===== src/rtl/sub_pkg.sv =====
// Shared constants for the nibble-serial subtractor: FSM encoding and slice width.
// Latency: n/a (package only).
// Backpressure: n/a (package only).
package sub_pkg;

  // Bits consumed by the shared subtractor slice on each clock.
  localparam int SLICE_W = 4;

  // FSM encoding, kept as plain constants so older code that compares raw
  // state values continues to work.
  localparam logic [1:0] S_IDLE = 2'd0;
  localparam logic [1:0] S_RUN  = 2'd1;
  localparam logic [1:0] S_DONE = 2'd2;

endpackage


===== src/rtl/sub_seq_ctrl_if.sv =====
// Operand/result handshake bundle for sub_seq_ctrl.
// Latency: n/a (wires only).
// Backpressure: valid/ready on both the operand side and the result side.
// Ports: in_valid/in_ready/A/B/bin (operand side), out_valid/out_ready/D/Bout/zero (result side).
// master = producer+consumer side, slave = the sequencer.
interface sub_seq_ctrl_if #(
  parameter int WIDTH = 8
);
  logic             in_valid;
  logic             in_ready;
  logic [WIDTH-1:0] A;
  logic [WIDTH-1:0] B;
  logic             bin;
  logic             out_valid;
  logic             out_ready;
  logic [WIDTH-1:0] D;
  logic             Bout;
  logic             zero;

  modport master (
    output in_valid, A, B, bin, out_ready,
    input  in_ready, out_valid, D, Bout, zero
  );

  modport slave (
    input  in_valid, A, B, bin, out_ready,
    output in_ready, out_valid, D, Bout, zero
  );
endinterface


===== src/rtl/sub_slice4.sv =====
// Combinational 4-bit borrow-chained subtractor: d = a - b - bi, bo = borrow out.
// Latency: 0 cycles (purely combinational).
// Backpressure: none.
// Ports: a, b (4-bit operands), bi (borrow in) -> d (4-bit difference), bo (borrow out).
module sub_slice4
  import sub_pkg::*;
(
  input  logic [SLICE_W-1:0] a,
  input  logic [SLICE_W-1:0] b,
  input  logic               bi,
  output logic [SLICE_W-1:0] d,
  output logic               bo
);

  // brw[i] is the borrow into bit i; brw[SLICE_W] leaves the slice.
  logic [SLICE_W:0] brw;

  assign brw[0] = bi;

  for (genvar i = 0; i < SLICE_W; i++) begin : g_fs
    assign d[i]     = a[i] ^ b[i] ^ brw[i];
    // Borrow when a<b at this bit, or bits equal and a borrow is already pending.
    assign brw[i+1] = (~a[i] & b[i]) | (~(a[i] ^ b[i]) & brw[i]);
  end

  assign bo = brw[SLICE_W];

endmodule


===== src/rtl/sub_seq_ctrl.sv =====
// Nibble-serial WIDTH-bit subtractor D = A - B - bin using one shared 4-bit slice, LSB nibble first.
// Latency: out_valid rises WIDTH/4 clocks after the accepting edge; one result per WIDTH/4+2 clocks max.
// Backpressure: in_ready only in IDLE; result held in DONE until out_ready; no input->output comb path.
// Ports: clk, rst (async active-high), bus (sub_seq_ctrl_if.slave: operand and result handshakes).
module sub_seq_ctrl
  import sub_pkg::*;
#(
  parameter int WIDTH = 8,  // multiple of SLICE, at least SLICE
  parameter int SLICE = 4   // must equal SLICE_W (width of sub_slice4)
) (
  input  logic         clk,
  input  logic         rst,
  sub_seq_ctrl_if.slave bus
);

  localparam int N  = WIDTH / SLICE;
  localparam int CW = (N > 1) ? $clog2(N) : 1;

  logic [1:0]         state;
  logic [CW-1:0]      cnt;
  logic [WIDTH-1:0]   ar;
  logic [WIDTH-1:0]   br;
  logic [WIDTH-1:0]   dr;
  logic               borrow;
  logic               bout_r;
  logic               zero_r;

  logic [SLICE_W-1:0] s_d;
  logic               s_bo;
  logic [WIDTH-1:0]   dr_nxt;

  // The only arithmetic in the block: always works on the low nibble of the
  // shifting operand registers with the borrow carried from the previous nibble.
  sub_slice4 u_slice (
    .a  (ar[SLICE_W-1:0]),
    .b  (br[SLICE_W-1:0]),
    .bi (borrow),
    .d  (s_d),
    .bo (s_bo)
  );

  // New nibble enters from the MSB side so that after N shifts the LSB nibble
  // computed first has landed in bits [SLICE_W-1:0].
  assign dr_nxt = (dr >> SLICE_W) | (WIDTH'(s_d) << (WIDTH - SLICE_W));

  always_ff @(posedge clk or posedge rst) begin
    if (rst) begin
      state  <= S_IDLE;
      cnt    <= '0;
      ar     <= '0;
      br     <= '0;
      dr     <= '0;
      borrow <= 1'b0;
      bout_r <= 1'b0;
      zero_r <= 1'b0;
    end else begin
      case (state)
        S_IDLE: begin
          if (bus.in_valid) begin
            ar     <= bus.A;
            br     <= bus.B;
            borrow <= bus.bin;
            cnt    <= '0;
            state  <= S_RUN;
          end
        end
        S_RUN: begin
          dr     <= dr_nxt;
          ar     <= ar >> SLICE_W;
          br     <= br >> SLICE_W;
          borrow <= s_bo;
          cnt    <= cnt + 1'b1;
          if (cnt == CW'(N - 1)) begin
            state  <= S_DONE;
            bout_r <= s_bo;
            zero_r <= (dr_nxt == '0);
          end
        end
        S_DONE: begin
          if (bus.out_ready) begin
            state <= S_IDLE;
          end
        end
        default: state <= S_IDLE;
      endcase
    end
  end

  assign bus.in_ready  = (state == S_IDLE);
  assign bus.out_valid = (state == S_DONE);
  assign bus.D         = dr;
  assign bus.Bout      = bout_r;
  assign bus.zero      = zero_r;

endmodule


===== src/flat_wrapper.sv =====
// flat-port wrapper written by rule: the top's interface ports become plain ports
module sub_seq_ctrl_flat import sub_pkg::*;
#(
  parameter int WIDTH = 8,                                      
  parameter int SLICE = 4                                              
)
  (clk, rst, bus_in_valid, bus_A, bus_B, bus_bin, bus_out_ready, bus_in_ready, bus_out_valid, bus_D, bus_Bout, bus_zero);
  sub_seq_ctrl_if #(.WIDTH(WIDTH)) bus_i ();
  input  logic clk;
  input  logic rst;
  input wire logic [$bits(bus_i.in_valid)-1:0] bus_in_valid;
  input wire logic [$bits(bus_i.A)-1:0] bus_A;
  input wire logic [$bits(bus_i.B)-1:0] bus_B;
  input wire logic [$bits(bus_i.bin)-1:0] bus_bin;
  input wire logic [$bits(bus_i.out_ready)-1:0] bus_out_ready;
  output wire logic [$bits(bus_i.in_ready)-1:0] bus_in_ready;
  output wire logic [$bits(bus_i.out_valid)-1:0] bus_out_valid;
  output wire logic [$bits(bus_i.D)-1:0] bus_D;
  output wire logic [$bits(bus_i.Bout)-1:0] bus_Bout;
  output wire logic [$bits(bus_i.zero)-1:0] bus_zero;
  assign bus_i.in_valid = bus_in_valid;
  assign bus_i.A = bus_A;
  assign bus_i.B = bus_B;
  assign bus_i.bin = bus_bin;
  assign bus_i.out_ready = bus_out_ready;
  assign bus_in_ready = bus_i.in_ready;
  assign bus_out_valid = bus_i.out_valid;
  assign bus_D = bus_i.D;
  assign bus_Bout = bus_i.Bout;
  assign bus_zero = bus_i.zero;
  sub_seq_ctrl #(.WIDTH(WIDTH), .SLICE(SLICE)) u_core (.clk(clk), .rst(rst), .bus(bus_i));
endmodule

===== config.mk =====
export PLATFORM = sky130hd
export DESIGN_NAME = sub_seq_ctrl_flat
export DESIGN_NICKNAME = d
export VERILOG_FILES = /design/src/rtl/sub_pkg.sv /design/src/rtl/sub_seq_ctrl_if.sv /design/src/rtl/sub_slice4.sv /design/src/rtl/sub_seq_ctrl.sv /design/src/flat_wrapper.sv
export SDC_FILE = /design/constraint.sdc
export NUM_CORES = 1
export LEC_CHECK = 0
export CORE_UTILIZATION = 52
export DETAILED_ROUTE_END_ITERATION = 10
export PLACE_DENSITY = 0.83
export SLEW_MARGIN = 20
export SYNTH_ARGS = -nofsm -noshare
export SYNTH_HDL_FRONTEND = slang
export SYNTH_SLANG_ARGS = --single-unit

===== constraint.sdc =====
create_clock -name clk -period 4.9 [get_ports clk]
set_input_delay 1.225 -clock clk [delete_from_list [all_inputs] [get_ports clk]]
set_output_delay 1.225 -clock clk [all_outputs]
set_load 0.03 [all_outputs]

==> impl_metrics.csv <==
group,metric,value,unit
status,status,"finished, final reports clean",
logic_synthesis,yosys-top-cells-count,"30 x dfrtp_1, 16 x nand2_1, 14 x o21ai_1",
pwr,ir_worst_vdd,455,uV
floorplanning,die_x,54.0,um
floorplanning,core_area,0.00252,sq mm
cells_and_area,fillers,201,
placement,portBuffers,32,
sta,relSlewSlack,0.597,
job,max_cap_violations,0,
grt,grtUsageTotal,0.213,
clock_tree,clock-sinks,30,
worst_hold_path,worstHoldPathCells,2,
setup_path,crit_path_cell_trace,"nor2b_1 > clkdlybuf4s50_1",
setup_path,start_kind,"register",
sta,rsz0062_at_grt,"false",
cells_and_area,seqCellArea,751,sq um
sta,post-route-period-util,0.649,
cells_and_area,drive_gt1_frac,0.101,
setup_path,crit_arrival,1.95,ns
logic_synthesis,synth_edf_count,0,
grt,overflow,0,
setup_path,r2r_start,"u_core.borrow",
sta,fmax,315,MHz
clock_tree,cts_setup_buffers,0,
placement,hpwl,1870,um
clock_tree,cts_buffers,5,
clock_tree,path_clk_slew,0.08,ns
grt,antenna_found_initial,0,
cells_and_area,multiInputGateArea,549,sq um
setup_path,rr_endpoint,"u_core.bus.zero",
pwr,finalPower,0.00122,W
setup_path,crit_family,"buffers and inverters",
logic_synthesis,syn_inst,120,
setup_path,cp_slowest_cell,"clkdlybuf4s50_1",
pwr,power_density,700,mW/mm^2
setup_path,worstSetupEndpointType,"output port",
floorplanning,start_util,0.557,
floorplanning,io_pins,33,
logic_synthesis,yosysSeqAreaShare,0.535,
routing,antenna_left,0,
sta,fin_crit,3.18,ns
logic_synthesis,async_reset_ff_frac,1.00,
sta,setup_viol,0,
grt,grt_pass1_vias,1001,
clock_tree,clk-insertion-delay-late,0.31,ns
setup_path,crit_buf_inv,1,
routing,via_per_inst,5.39,
logic_synthesis,netlist.area_leader.share,0.535,
logic_synthesis,ys_warn_count,0,
worst_hold_path,hold_class,"register to register",
clock_tree,cts_root_buf,"clkbuf_4",
pwr,p_leak,0.779,nW
setup_path,ff2ff_setup_slack,2.38,ns
routing,drc,0,
logic_synthesis,postSynthAreaPerCell,11.7,sq um
clock_tree,cts_resized,0,
cells_and_area,fin_util,0.689,
worst_hold_path,hold_start,"u_core.bus.Bout",
clock_tree,h-tree-depth,2,
setup_path,critPathRequiredTime,3.67,ns
logic_synthesis,synth_cell_types,22,
sta,tns,0,ns
logic_synthesis,yosysMostFrequentCell,"dfrtp_1",
sta,fin_worst_skew,0.00597,ns
placement,place_congestion,0.766,
setup_path,cp.depth,2,
routing,wl_per_cell,13.9,um
logic_synthesis,ys.flop_type,"dfrtp_1",
logic_synthesis,synthTopCellsByArea,"dfrtp_1 53%, mux2_4 6.4%, fa_1 5.7%, a22o_1 5.0%, o21ai_1 5.0%",
logic_synthesis,ys_ff_latch,30,
logic_synthesis,syn_area,0.00140,sq mm
setup_path,crit_fanout,17,
logic_synthesis,syn_nets,145,
sta,hold_ws,0.489,ns
cells_and_area,diodes,0,
placement,place_area,0.00169,sq mm
setup_path,crit_end,"bus_out_valid",
floorplanning,die_h,54.0,um
cells_and_area,design_area,0.00174,sq mm
clock_tree,max-clock-path-buffers,2,
sta,hold_viol,0,
cells_and_area,syn_to_final_growth,23.9,%
routing,first_pass_iters,4,
routing,initialDrtViolationCount,7,
cells_and_area,fin_nets,174,
setup_path,critPathKind,"register to output port",
floorplanning,rows,18,
setup_path,slowest_delay,0.70,ns
floorplanning,die-area,0.00291,sq mm
sta,maxSlewViolCount,0,
setup_path,crit_path_start,"u_core.state[1]",
routing,vias,960,
routing,routed_wl,2470,um
setup_path,r2r.worst_path.cells,10,
clock_tree,hold_buffers,0,
logic_synthesis,netlist.top_cell.by_area,"dfrtp_1",
grt,grt_max_degree,31,
sta,worst_slew_pin_slew,0.603,ns
grt,grt_pass1_wl,4220,um
clock_tree,cts_tree,"yes",
power by group:
group          internal, W  switching [W]  total [W]
combinational     0.000305       0.000305   0.000610
sequential        0.000360       0.000108   0.000469
clock            0.0000645      0.0000741   0.000139
layout make-up:
class,count,area share
inverter,8,0.0173
clock buffer,6,0.0295
timing repair buffer,32,0.184
multi-input combinational,72,0.316
tap,30,0.0216
sequential,30,0.432
cell usage in the layout, fill, tap and decap left out:
cell type        Yosys  final
a22o_1               8      8
nor4b_1              2      2
clkbuf_4             0      5
nor2b_1              3      3
o21bai_4             1      1
nor2_1               1      1
nand2_1             16     16
and3b_1              1      1
nand3b_1             1      1
inv_1                8      7
fa_1                 4      4
nor2_4               1      1
mux2_4               6      6
inv_2                0      1
dfrtp_1             30     30
o21ai_1             14     14
a22oi_1              7      7
nand2b_1             4      4
a21oi_1              3      3
clkbuf_8             0      1
clkdlybuf4s50_1      0     32
logic make-up (layout without fill, tap and decap cells):
family | count (synthesis) | after routing | synth area share
buf+inv | 18 | 46 | 0.0740
flops | 30 | 30 | 0.535
fa+ha+maj | 4 | 4 | 0.0570
compound gates | 33 | 33 | 0.161
mux | 6 | 6 | 0.0642
simple gates | 29 | 29 | 0.109
registers in the layout, indices dropped and copies added (netlist names):
register and count:
u_core.bus.Bout 1, u_core.cnt 1, u_core.borrow 1, u_core.bus.zero 1
u_core.br 8, u_core.ar 8, u_core.bus.D 8, u_core.state 2
per-layer routing:
| layer | global-route usage | vias to the layer above | wire [um] | share of wire |
|---|---|---|---|---|
| li1 | - | 465 | - | - |
| met2 | 0.366 | 34 | 1250 | 0.51 |
| met1 | 0.244 | 458 | 1070 | 0.43 |
| met4 | 0.0789 | 0 | 23 | 0.0093 |
| met5 | 0 | - | 0 | 0 |
| met3 | 0.0678 | 3 | 127 | 0.051 |
worst min path at each step:
stage / endpoint / slack, ns
2_1_floorplan: u_core.ar[1] / 0.45
3_3_place_gp: u_core.bus.zero / 0.47
3_5_place_dp: u_core.bus.Bout / 0.48
4_1_cts: u_core.bus.Bout / 0.50
5_1_grt: u_core.ar[7] / 0.53
6_report: u_core.bus.Bout / 0.49
tightest hold or removal path, cell delays in order (launching register included):
cell and delay (ns):
dfrtp_1 0.35, nand2_1 0.05, o21ai_1 0.06
through the flow:
stage / setup WS [ns] / cells
6_report: 1.72 / 178
5_1_grt: 1.57 / 178
4_1_cts: 1.69 / 178
3_5_place_dp: 2.06 / 172
3_3_place_gp: 2.13 / 172
2_1_floorplan: 2.59 / 120
Note: power is estimated with default switching activity, not from simulation.
